[src/rtl/pipe_pkg.sv]
// Shared pipeline definitions: writeback-select encodings and the memory
// stage FSM state type.
package pipe_pkg;

    localparam logic [1:0] WBSEL_ALU = 2'd0;
    localparam logic [1:0] WBSEL_MEM = 2'd1;
    localparam logic [1:0] WBSEL_PC4 = 2'd2;
    localparam logic [1:0] WBSEL_IMM = 2'd3;

    typedef enum logic {
        IDLE = 1'b0,
        WAIT = 1'b1
    } mem_state_t;

endpackage

[src/rtl/wb_mux.sv]
// Combinational 4:1 writeback value select.
//   sel_i  : writeback select (WBSEL_*)
//   alu_i  : ALU result
//   mem_i  : load data
//   pc4_i  : link value
//   imm_i  : immediate
//   data_o : selected writeback value
module wb_mux
    import pipe_pkg::*;
(
    input  logic [1:0]  sel_i,
    input  logic [31:0] alu_i,
    input  logic [31:0] mem_i,
    input  logic [31:0] pc4_i,
    input  logic [31:0] imm_i,
    output logic [31:0] data_o
);

    always_comb begin
        data_o = alu_i;
        case (sel_i)
            WBSEL_ALU: data_o = alu_i;
            WBSEL_MEM: data_o = mem_i;
            WBSEL_PC4: data_o = pc4_i;
            WBSEL_IMM: data_o = imm_i;
            default:   data_o = alu_i;
        endcase
    end

endmodule

[src/rtl/mem_stage.sv]
// Memory pipeline stage. Consumes EX_* register outputs, performs word
// loads/stores over a req/ack data-memory handshake, selects the writeback
// value and registers the MEM_* outputs for writeback.
//   clk, rst        : clock, synchronous active-high reset
//   EX_*            : execute-stage pipeline register outputs
//   dmem_rdata/ack  : memory response (ack is a one-cycle pulse)
//   dmem_req/we/addr/wdata : registered memory request, held during WAIT
//   mem_stall       : combinational hold request to upstream stages
//   MEM_*           : registered outputs towards writeback
module mem_stage
    import pipe_pkg::*;
#(
    parameter int unsigned TIMEOUT_CYCLES = 255
) (
    input  logic        clk,
    input  logic        rst,
    input  logic [31:0] EX_Alu_Result,
    input  logic [31:0] EX_Pc4,
    input  logic [4:0]  EX_RegD,
    input  logic [31:0] EX_Wdata,
    input  logic        EX_Wmem,
    input  logic        EX_Rmem,
    input  logic [1:0]  EX_WBsel,
    input  logic        EX_WReg,
    input  logic [31:0] EX_Imm,
    input  logic [31:0] dmem_rdata,
    input  logic        dmem_ack,
    output logic        dmem_req,
    output logic        dmem_we,
    output logic [31:0] dmem_addr,
    output logic [31:0] dmem_wdata,
    output logic        mem_stall,
    output logic [31:0] MEM_Wb_Data,
    output logic [31:0] MEM_Alu_Result,
    output logic [4:0]  MEM_RegD,
    output logic        MEM_WReg,
    output logic        MEM_Fault
);

    localparam logic [7:0] TMO_LAST = 8'(TIMEOUT_CYCLES - 1);

    mem_state_t  state_q, state_d;
    logic [7:0]  cnt_q, cnt_d;
    logic        req_q, req_d;
    logic        we_q, we_d;
    logic [31:0] addr_q, addr_d;
    logic [31:0] wdata_q, wdata_d;
    logic [31:0] wb_q, wb_d;
    logic [31:0] alu_q, alu_d;
    logic [4:0]  regd_q, regd_d;
    logic        wreg_q, wreg_d;
    logic        fault_q, fault_d;
    logic        stall;

    logic        memop, is_load, misal, wreg_eff;
    logic [31:0] mem_data, wb_sel;

    assign memop    = EX_Rmem | EX_Wmem;
    // Both flags set counts as a store, so only a pure read returns data.
    assign is_load  = EX_Rmem & ~EX_Wmem;
    assign misal    = |EX_Alu_Result[1:0];
    // Writes to x0 are never committed.
    assign wreg_eff = EX_WReg & (EX_RegD != 5'd0);
    // Load data reaches the mux only on the ack cycle; otherwise WBsel=1 gives 0.
    assign mem_data = (state_q == WAIT && dmem_ack && is_load) ? dmem_rdata : 32'd0;

    wb_mux u_wb_mux (
        .sel_i  (EX_WBsel),
        .alu_i  (EX_Alu_Result),
        .mem_i  (mem_data),
        .pc4_i  (EX_Pc4),
        .imm_i  (EX_Imm),
        .data_o (wb_sel)
    );

    always_comb begin
        state_d = state_q;
        cnt_d   = cnt_q;
        req_d   = req_q;
        we_d    = we_q;
        addr_d  = addr_q;
        wdata_d = wdata_q;
        wb_d    = wb_q;
        alu_d   = alu_q;
        regd_d  = regd_q;
        wreg_d  = wreg_q;
        fault_d = 1'b0;
        stall   = 1'b0;
        case (state_q)
            IDLE: begin
                // Every IDLE cycle captures the instruction; memops capture a bubble.
                wb_d   = wb_sel;
                alu_d  = EX_Alu_Result;
                regd_d = EX_RegD;
                if (!memop) begin
                    wreg_d = wreg_eff;
                end else if (misal) begin
                    wreg_d  = 1'b0;
                    fault_d = 1'b1;
                end else begin
                    stall   = 1'b1;
                    state_d = WAIT;
                    req_d   = 1'b1;
                    we_d    = EX_Wmem;
                    addr_d  = {EX_Alu_Result[31:2], 2'b00};
                    wdata_d = EX_Wdata;
                    cnt_d   = 8'd0;
                    wreg_d  = 1'b0;
                end
            end
            WAIT: begin
                if (dmem_ack) begin
                    state_d = IDLE;
                    req_d   = 1'b0;
                    wb_d    = wb_sel;
                    alu_d   = EX_Alu_Result;
                    regd_d  = EX_RegD;
                    wreg_d  = wreg_eff;
                end else if (cnt_q == TMO_LAST) begin
                    // Abandon the access; upstream is released this cycle.
                    state_d = IDLE;
                    req_d   = 1'b0;
                    wreg_d  = 1'b0;
                    fault_d = 1'b1;
                end else begin
                    stall = 1'b1;
                    cnt_d = cnt_q + 8'd1;
                end
            end
            default: state_d = IDLE;
        endcase
    end

    always_ff @(posedge clk) begin
        if (rst) begin
            state_q <= IDLE;
            cnt_q   <= 8'd0;
            req_q   <= 1'b0;
            we_q    <= 1'b0;
            addr_q  <= 32'd0;
            wdata_q <= 32'd0;
            wb_q    <= 32'd0;
            alu_q   <= 32'd0;
            regd_q  <= 5'd0;
            wreg_q  <= 1'b0;
            fault_q <= 1'b0;
        end else begin
            state_q <= state_d;
            cnt_q   <= cnt_d;
            req_q   <= req_d;
            we_q    <= we_d;
            addr_q  <= addr_d;
            wdata_q <= wdata_d;
            wb_q    <= wb_d;
            alu_q   <= alu_d;
            regd_q  <= regd_d;
            wreg_q  <= wreg_d;
            fault_q <= fault_d;
        end
    end

    assign dmem_req       = req_q;
    assign dmem_we        = we_q;
    assign dmem_addr      = addr_q;
    assign dmem_wdata     = wdata_q;
    assign mem_stall      = stall & ~rst;
    assign MEM_Wb_Data    = wb_q;
    assign MEM_Alu_Result = alu_q;
    assign MEM_RegD       = regd_q;
    assign MEM_WReg       = wreg_q;
    assign MEM_Fault      = fault_q;

endmodule

[config.mk]
export PLATFORM = sky130hd
export DESIGN_NAME = mem_stage
export DESIGN_NICKNAME = d
export VERILOG_FILES = /design/src/rtl/pipe_pkg.sv /design/src/rtl/wb_mux.sv /design/src/rtl/mem_stage.sv
export SDC_FILE = /design/constraint.sdc
export NUM_CORES = 1
export LEC_CHECK = 0
export CORE_MARGIN = 10
export CORE_UTILIZATION = 36
export DETAILED_ROUTE_END_ITERATION = 10
export GPL_ROUTABILITY_DRIVEN = 0
export HOLD_SLACK_MARGIN = 0.03
export PLACE_DENSITY = 0.86
export SLEW_MARGIN = 20
export SYNTH_ARGS = -nofsm -noshare
export SYNTH_HDL_FRONTEND = slang
export SYNTH_SLANG_ARGS = --single-unit
[constraint.sdc]
create_clock -name clk -period 1.4 [get_ports clk]
set_input_delay 0.28 -clock clk [delete_from_list [all_inputs] [get_ports clk]]
set_output_delay 0.28 -clock clk [all_outputs]
set_load 0.005 [all_outputs]
Word-level counts from Yosys, hierarchy flattened

Index checks and enable logic that the tools add are counted.

$add $sub $neg: 1
Eq/ne operators: 10
Multiplexer cells: 31
Bitwise gates (word level): 8
Reduce and logical (&&, ||, !) cells: 8

Operator list:

| operator                                                                 | number |
|---|---|
| 32-bit case mux with 2 select lines                                      | 2 |
| 32-bit case mux with 4 select lines                                      | 1 |
| 32-bit two-way mux                                                       | 3 |
| 8-bit two-way mux                                                        | 4 |
| 8-bit case mux with 2 select lines                                       | 1 |
| 1-bit two-way mux                                                        | 14 |
| 2-bit inequality test (second input constant)                            | 5 |
| 5-bit case mux with 2 select lines                                       | 1 |
| 8-bit by 1-bit adder with 8-bit output (second input constant)           | 1 |
| 8-bit == test (second input constant)                                    | 1 |
| 1-bit case mux with 2 select lines                                       | 4 |
| 3-bit AND reduction                                                      | 2 |
| 5-bit two-way mux                                                        | 1 |
| 5-bit nonzero test                                                       | 1 |
| 2-bit == test (second input constant)                                    | 2 |
| 1-bit inverter                                                           | 4 |
| 4-bit AND reduction                                                      | 1 |
| 1-bit bitwise AND                                                        | 3 |
| 3-bit by 2-bit inequality test with 1-bit output (second input constant) | 1 |
| 2-bit by 1-bit == test with 1-bit output (second input constant)         | 1 |
| 1-bit logical AND                                                        | 2 |
| 2-bit logical NOT                                                        | 1 |
| 2-bit OR reduction                                                       | 1 |
| 1-bit bitwise OR                                                         | 1 |

Register bits: 144
Output and inout bits: 138
Logic and storage cells: 69

Logic depth before layout (Yosys ltp)

Gate-level depths: netlist of the first run.

Word-level depth: 7
Mapped depth: 7
Gate-level depth less buffers: 6

Hierarchy

A second synthesis of the first run with hierarchy kept.

Cells, all modules: 726
Area total of the unflattened synthesis: 6170.9 um^2

Modules (own cells, without submodules):

| module    | instances | cells each | area an instance (um^2) | seq. area each (um^2) |
|---|---|---|---|---|
| mem_stage | 1         | 687        | 5356.4                  | 2882.8 |
| wb_mux    | 1         | 39         | 814.5                   | 0.0 |

Least setup slack after synthesis of the first run

Ideal clock, no wire load.

Path type: reg-to-reg
From: register cnt_q[0]
To: register cnt_q[7]
Library setup time: 86 ps
Arrival: 1497 ps
Required time: 1314 ps
Slack: -183 ps
Stages on the path, launching flop included: 7
Buffers on the path: 0
Period minus slack after synthesis: 1583 ps
Cells stage by stage: dfxtp_1 -> inv_1 -> ha_1 -> nand3_1 -> o31ai_4 -> or4_1 -> a211oi_1

Cells in the longest elaborated chain, start to end: 4
Elaborated cells between the ends (all ways): 7

Ends and longest elaborated chain:

| what                                   | line             | RTL |
|---|---|---|
| start, declared                        | mem_stage.sv:43  | `logic [7:0] cnt_q, cnt_d;` |
| start signal, assigned                 | mem_stage.sv:149 | `cnt_q <= cnt_d;` |
| 8-bit by 1-bit adder with 8-bit output | mem_stage.sv:127 | `cnt_d = cnt_q + 8'd1;` |
| 8-bit two-way mux                      | mem_stage.sv:119 | `end else if (cnt_q == TMO_LAST) begin` |
| 8-bit two-way mux                      | mem_stage.sv:112 | `if (dmem_ack) begin` |
| 8-bit case mux with 2 select lines     | mem_stage.sv:89  | `case (state_q)` |

Several ways; a longest one is shown, not always the timed one. The select of a mux whose other input is x is not followed.
A chain may end at the register's enable or synchronous reset.

Final worst setup path of the first run

From: register cnt_q[0]
To: register cnt_q[4]

The elaborated chain is that of the path after synthesis.

==> impl_metrics.csv, run 1 <==
group,metric,value,unit
sta,fmax,0.583,GHz
finish,final_area,11600,µm²
floorplan,num_io_pins,311,
detailed_routing,first_pass_iters,5,
placement,pre_cts_slack,-0.832,ns
clock_network,clock_latency,0.42,ns
clock_network,cts_sinks,144,
floorplan,initial_core_util,36.4,%
grt,gr-total-overflow,0,
critical_path,cp.arrival,2.00,ns
clock_network,cts_tree,"built",
detailed_routing,ant_nets,0,
placement,place_area,9740,µm²
yosys,yosys_warnings,0,
yosys,syn_area_per_cell,8.10,µm²
floorplan,die_area,22100,µm²
floorplan,core,16400,µm²
yosys,synth-seq-area-share,48.3,%
grt,grt_max_degree,81,
power,cellPowerDensity,969,nW/µm²
placement,portBuffers,308,
clock_network,cts_made_buffers,17,
grt,grt_pass1_vias,7358,
job,cap_violations,0,
min_path,hold_class,"input pin to register",
yosys,syn_area,5970,µm²
sta,fin_crit,1.72,ns
clock_network,h-tree-depth,4,
grt,grt_pass1_wl,41600,µm
finish,area.growth.synth_to_final,94.5,%
sta,fin_ws,-0.317,ns
detailed_routing,drc,0,
floorplan,die_h,149,µm
sta,fin_crit_sh,123,%
clock_network,cts_root_buffer,"clkbuf_16",
finish,final_core_util,70.8,%
yosys,postSynthCellCount,737,
detailed_routing,avgRoutedWirePerCell,22.4,µm
floorplan,die_x,149,µm
sta,hold_viol_final,0,
floorplan,rows,47,
status,status,"complete, but fails checks",
power,p_leak,4.86,nW
sta,skew,0.00712,ns
critical_path,ff2ff_setup_slack,-0.32,ns
critical_path,end_kind,"register",
detailed_routing,via_count,7216,
sta,rsz0062_at_grt,"true",
grt,track_usage,24.2,%
critical_path,start_kind,"register",
detailed_routing,totalWireLength,29800,µm
sta,maxSlewViolCount,0,
power,irDropWorstVdd,0.817,mV
finish,drive_gt1_share,26.0,%
critical_path,criticalPathCategory,"register to register",
critical_path,cp_max_fo,5,
sta,hold-worst-slack,0.346,ns
sta,setup_viol,96,
placement,dp_hpwl,18800,µm
grt,grt_antenna_before_repair,1,
finish,final_nets,1276,
detailed_routing,routed_via_density,5.41,
clock_network,clock_path_buffers,2,
status,violations,"negative setup slack",
detailed_routing,first_iter_violations,363,
yosys,yosysUniqueCellTypes,35,
yosys,ys_ff_latch,144,
critical_path,required,1.68,ns
clock_network,clk_pin_slew,0.06,ns
clock_network,ctsHoldBuffers,0,
[Yosys cell counts]
| cell type | n | area (µm²) |
|---|---|---|
| nand2_1 | 238 | 893 |
| dfxtp_1 | 144 | 2880 |
| a21oi_1 | 109 | 546 |
| clkbuf_1 | 40 | 150 |
| a311oi_1 | 34 | 298 |
| a211oi_1 | 32 | 240 |
| nor2b_1 | 32 | 200 |
| o2bb2ai_1 | 31 | 272 |
| buf_2 | 23 | 115 |
| nand3_1 | 6 | 30.0 |
| or4_1 | 5 | 37.5 |
| inv_1 | 4 | 15.0 |
| nand4b_1 | 4 | 35.0 |
| nor2_1 | 4 | 15.0 |
| buf_4 | 3 | 22.5 |
| nand2b_1 | 3 | 18.8 |
| nor3_1 | 3 | 15.0 |
| o311ai_1 | 3 | 26.3 |
| ha_1 | 2 | 25.0 |
| or2b_1 | 2 | 15.0 |
| and2_0 | 1 | 6.26 |
| and2b_1 | 1 | 7.51 |
| and3_1 | 1 | 6.26 |
| buf_1 | 1 | 3.75 |
| conb_1 | 1 | 3.75 |
| nor3b_2 | 1 | 12.5 |
| o2111ai_1 | 1 | 8.76 |
| o211ai_1 | 1 | 7.51 |
| o21a_1 | 1 | 7.51 |
| o21ai_1 | 1 | 5.00 |
| o21bai_1 | 1 | 7.51 |
| o31a_1 | 1 | 8.76 |
| o31ai_1 | 1 | 7.51 |
| o31ai_4 | 1 | 21.3 |
| or2_2 | 1 | 6.26 |
[where the power goes]
group	switching [mW]	total [mW]	internal, mW
Clock	1.77	4.64	2.86
Combinational	0.997	2.18	1.18
Sequential	0.112	4.43	4.32
Total	2.88	11.3	8.37
[final cells by class]
cell class	count	area [µm²]
diodes	1	2.50
clock inverters	11	140
inverters	4	15.0
flip-flops and latches	144	2890
repair buffers	411	4230
fillers	1159	4790
clock buffers	19	453
multi-input cells	523	3600
well taps	220	275
[through the flow]
stage	TNS, ns	power [mW]	std cells
floorplan	-0.260	5.11	738
global placement	-76.48	6.36	1268
detailed placement	-78.96	6.40	1268
CTS	-15.32	11.1	1329
global route	-21.85	11.6	1332
finish	-14.46	11.3	1333
[routing by layer]
| metal | track usage (%) | up-vias | wire [µm] | share of wire [%] |
|---|---|---|---|---|
| li1 | - | 3298 | - | - |
| met1 | 25.5 | 3456 | 10900 | 37 |
| met2 | 42.2 | 380 | 14900 | 50 |
| met3 | 8.89 | 82 | 2830 | 9.5 |
| met4 | 10.8 | 0 | 1220 | 4.1 |
| met5 | 0 | - | 0 | 0 |
[registers in the layout (all words and copies together), names as in the netlist]
name and cells:
MEM_Alu_Result 32, MEM_Fault 1, MEM_RegD 5, MEM_WReg 1, MEM_Wb_Data 32, cnt_q 8
dmem_addr 30, dmem_req 1, dmem_wdata 32, dmem_we 1, state_q 1
[placed cells by master, fill, tap and decap left out, types with 2 or more instances in the layout]
master / Yosys / final
nand2_1: 238 / 196
clkdlybuf4s50_1: 0 / 168
dfxtp_1: 144 / 139
dlygate4sd2_1: 0 / 137
a21oi_1: 109 / 62
buf_4: 3 / 56
a21oi_2: 0 / 46
nor2b_1: 32 / 32
o2bb2ai_1: 31 / 31
nand2_4: 0 / 28
a311oi_1: 34 / 27
a211oi_2: 0 / 25
clkbuf_16: 0 / 19
buf_6: 0 / 17
nand2_2: 0 / 14
buf_12: 0 / 14
buf_16: 0 / 12
a311oi_2: 0 / 7
a211oi_4: 0 / 6
dfxtp_2: 0 / 4
nand4b_1: 4 / 4
nand3_1: 6 / 4
clkinvlp_4: 0 / 4
clkinv_2: 0 / 4
inv_1: 4 / 3
or4_1: 5 / 3
bufinv_16: 0 / 3
nand2b_4: 0 / 2
o311ai_1: 3 / 2
or2b_1: 2 / 2
nor3_4: 0 / 2
or4_4: 0 / 2
nor2_1: 4 / 2
ha_4: 0 / 2
conb_1: 1 / 2
clkbuf_8: 0 / 2
buf_8: 0 / 2
[final timing paths]
check,startpoint,endpoint,cells past startpoint
worst max-delay path,cnt_q[0],cnt_q[4],10
worst min-delay path,dmem_ack,dmem_req,3
worst max register to register,cnt_q[0],cnt_q[4],10
worst min register to register,MEM_RegD[1],MEM_RegD[1],2
[cell families (layout without fill, tap and decap cells)]
| kind of cell | after synthesis | in the layout | share of synthesized area (%) |
|---|---|---|---|
| flip-flops | 144 | 144 | 48.3 |
| AND/OR/NAND/NOR | 302 | 302 | 21.7 |
| buffers and inverters | 71 | 445 | 5.13 |
| AO/OA/AOI/OAI | 217 | 217 | 24.4 |
| adder cells (fa/ha/maj) | 2 | 2 | 0.419 |
| other | 1 | 3 | 0.0628 |
[worst max-delay path: stages (launching register included)]
cell      delay, ns
dfxtp_2        0.32
inv_2          0.06
ha_4           0.13
nand3_4        0.07
buf_4          0.14
buf_4          0.12
buf_4          0.13
o31a_1         0.28
buf_6          0.15
nand4b_1       0.08
o311ai_1       0.10
[what timing repair did]
item	CTS	global route
cloned	12	3
setup endpoints to repair	243	136
pin swaps	101	44
setup buffers	20	7
gates resized for setup	280	96
(Power assumes the default switching activity.)
==> run 2: changes to the inputs <==
--- a/config.mk
+++ b/config.mk
@@ -11,7 +11,7 @@
 export GPL_ROUTABILITY_DRIVEN = 0
 export HOLD_SLACK_MARGIN = 0.03
 export PLACE_DENSITY = 0.86
-export SLEW_MARGIN = 20
 export SYNTH_ARGS = -nofsm -noshare
 export SYNTH_HDL_FRONTEND = slang
 export SYNTH_SLANG_ARGS = --single-unit
+export TNS_END_PERCENT = 1
==> impl_metrics.csv, run 2 (synthesized netlist as in run 1, its figures left out) <==
group,metric,value,unit
sta,timing.slew.headroom,56.4,%
finish,area.growth.synth_to_final,71.5,%
placement,pre_cts_slack,-0.697,ns
sta,fmax,0.573,GHz
clock_network,cts_sinks,144,
clock_network,h-tree-depth,4,
clock_network,cts_tree,"built",
finish,final_common_cell,"nand2_1",
status,status,"complete, but fails checks",
placement,dp_hpwl,18700,µm
critical_path,cp.arrival,1.47,ns
critical_path,end_kind,"output pin",
detailed_routing,avgRoutedWirePerCell,19.7,µm
detailed_routing,drc,0,
floorplan,rows,47,
clock_network,cts_made_buffers,17,
clock_network,cts_root_buffer,"clkbuf_16",
finish,fillers,1416,
critical_path,start_kind,"register",
detailed_routing,first_iter_violations,380,
critical_path,required,1.12,ns
sta,rsz0062_at_grt,"true",
power,p_clk_share,40.5,%
power,cellPowerDensity,1010,nW/µm²
finish,fin_cells,1290,
detailed_routing,first_pass_iters,6,
grt,grt_pass1_vias,6750,
sta,skew,0.00560,ns
finish,drive_gt1_share,13.4,%
sta,maxSlewViolCount,0,
detailed_routing,routed_via_density,5.18,
critical_path,crit_chain,"inv_2 > ha_4 > nand3_4 > o31ai_4 > a21oi_2 > buf_2",
floorplan,num_io_pins,311,
clock_network,clock_latency,0.42,ns
sta,worst_pin_slew,0.655,ns
power,p_sw,2.71,mW
sta,hold_viol_final,0,
critical_path,criticalPathCategory,"register to output pin",
sta,hold-worst-slack,0.297,ns
power,power.internal,7.69,mW
critical_path,slowest_delay,0.32,ns
sta,setup_viol,86,
sta,fin_crit_sh,125,%
floorplan,die_h,149,µm
power,p_leak,4.19,nW
power,switching_share,26.0,%
detailed_routing,ant_nets,0,
detailed_routing,totalWireLength,25400,µm
floorplan,die_area,22100,µm²
min_path,hold_class,"input pin to register",
critical_path,cp_max_fo,2,
sta,fin_ws,-0.346,ns
grt,grt_max_degree,82,
clock_network,clk_pin_slew,0.06,ns
grt,gr-total-overflow,0,
placement,placed_cells,1253,
job,cap_violations,0,
sta,fin_crit,1.75,ns
finish,final_nets,1231,
placement,portBuffers,308,
power,irDropWorstVdd,0.763,mV
floorplan,core,16400,µm²
critical_path,cp_num_buf_inv,2,
floorplan,initial_core_util,36.4,%
power,power_frac_comb,16.8,%
critical_path,crit_slowest_cell,"dfxtp_2",
power,p_total,10.4,mW
power,seq_power_share,42.6,%
grt,track_usage,21.7,%
floorplan,die_x,149,µm
detailed_routing,via_count,6686,
grt,grt_pass1_wl,38100,µm
critical_path,cp_top_family,"flip-flops",
finish,mostFrequentLayoutCells,"nand2_1 (234), clkdlybuf4s50_1 (167), dfxtp_1 (141)",
grt,grt_antenna_before_repair,1,
clock_network,clock_path_buffers,2,
status,violations,"negative setup slack",
[run 2: cell types whose count changed in the layout (fill, tap and decap cells not counted), sizes merged]
| cell | change |
|---|---|
| clkinvlp | +2 |
| clkdlybuf4s50 | -1 |
| bufinv | -3 |
| buf | -42 |
| bufbuf | -1 |
| clkdlybuf4s15 | -1 |
| inv | +1 |
| dlygate4sd2 | +1 |
| clkinv | +1 |
[run 2: tightest hold or removal path: cells and delay by family]
kind / cells / cell delay [ns]
buf+inv: 2 / 0.33
compound gates: 1 / 0.05
[run 2: final cells by class]
type / count / area [µm²] / area share, %
Antenna cell: 1 / 2.50 / 0.0244
Clock buffer: 20 / 467 / 4.56
Sequential cell: 144 / 2890 / 28.2
Timing Repair Buffer: 366 / 3510 / 34.2
Inverter: 4 / 15.0 / 0.147
Clock inverter: 12 / 86.3 / 0.843
Tap cell: 220 / 275 / 2.69
Multi-Input combinational cell: 523 / 3000 / 29.3
[run 2: power groups by stage]
stage / registers (mW) / logic [mW] / clock network (mW)
floorplan: 4.54 / 0.568 / 0
global placement: 4.51 / 1.81 / 0
detailed placement: 4.52 / 1.84 / 0
CTS: 4.43 / 1.72 / 4.29
global route: 4.45 / 1.88 / 4.47
finish: 4.43 / 1.75 / 4.21
[run 2: per-layer routing]
layer | track usage (%) | vias up | share of wire, %
met5 | 0 | - | 0
met2 | 35.6 | 288 | 48
met4 | 10.5 | 0 | 4.3
li1 | - | 3205 | -
met1 | 24.5 | 3124 | 38
met3 | 8.19 | 69 | 9.4
[run 2: through the flow]
stage               setup TNS (ns)  cell area (µm²)  util (%)
floorplan                   -0.286             6010         -
global placement            -65.38             9620      58.6
detailed placement          -68.45             9620      58.6
CTS                          -4.66            10100      61.7
global route                -13.34            10200      62.4
finish                       -5.32            10200      62.4
[run 2: worst paths after layout]
path	from	to	slack [ns]	cells after the start
worst max-delay path	cnt_q[0]	mem_stall	-0.35	6
worst max register to register	cnt_q[0]	cnt_q[4]	-0.34	10
worst min register to register	dmem_wdata[4]	dmem_wdata[4]	0.45	2
worst min-delay path	rst	dmem_wdata[9]	0.30	3
[run 2: what timing repair did]
action / CTS / global route
hold buffers: 0 / 0
buffers inserted: 4 / 0
pin swaps: 30 / 4
setup endpoints to repair: 241 / 110
resized for setup: 168 / 31
==> run 3: changes to the inputs <==
--- a/config.mk
+++ b/config.mk
@@ -11,6 +11,7 @@
 export GPL_ROUTABILITY_DRIVEN = 0
 export HOLD_SLACK_MARGIN = 0.03
 export PLACE_DENSITY = 0.86
+export SLEW_MARGIN = 15
 export SYNTH_ARGS = -nofsm -noshare
 export SYNTH_HDL_FRONTEND = slang
 export SYNTH_SLANG_ARGS = --single-unit
==> results of run 3 <==
Final layout, timing and power as in run 2 (identical DEF).
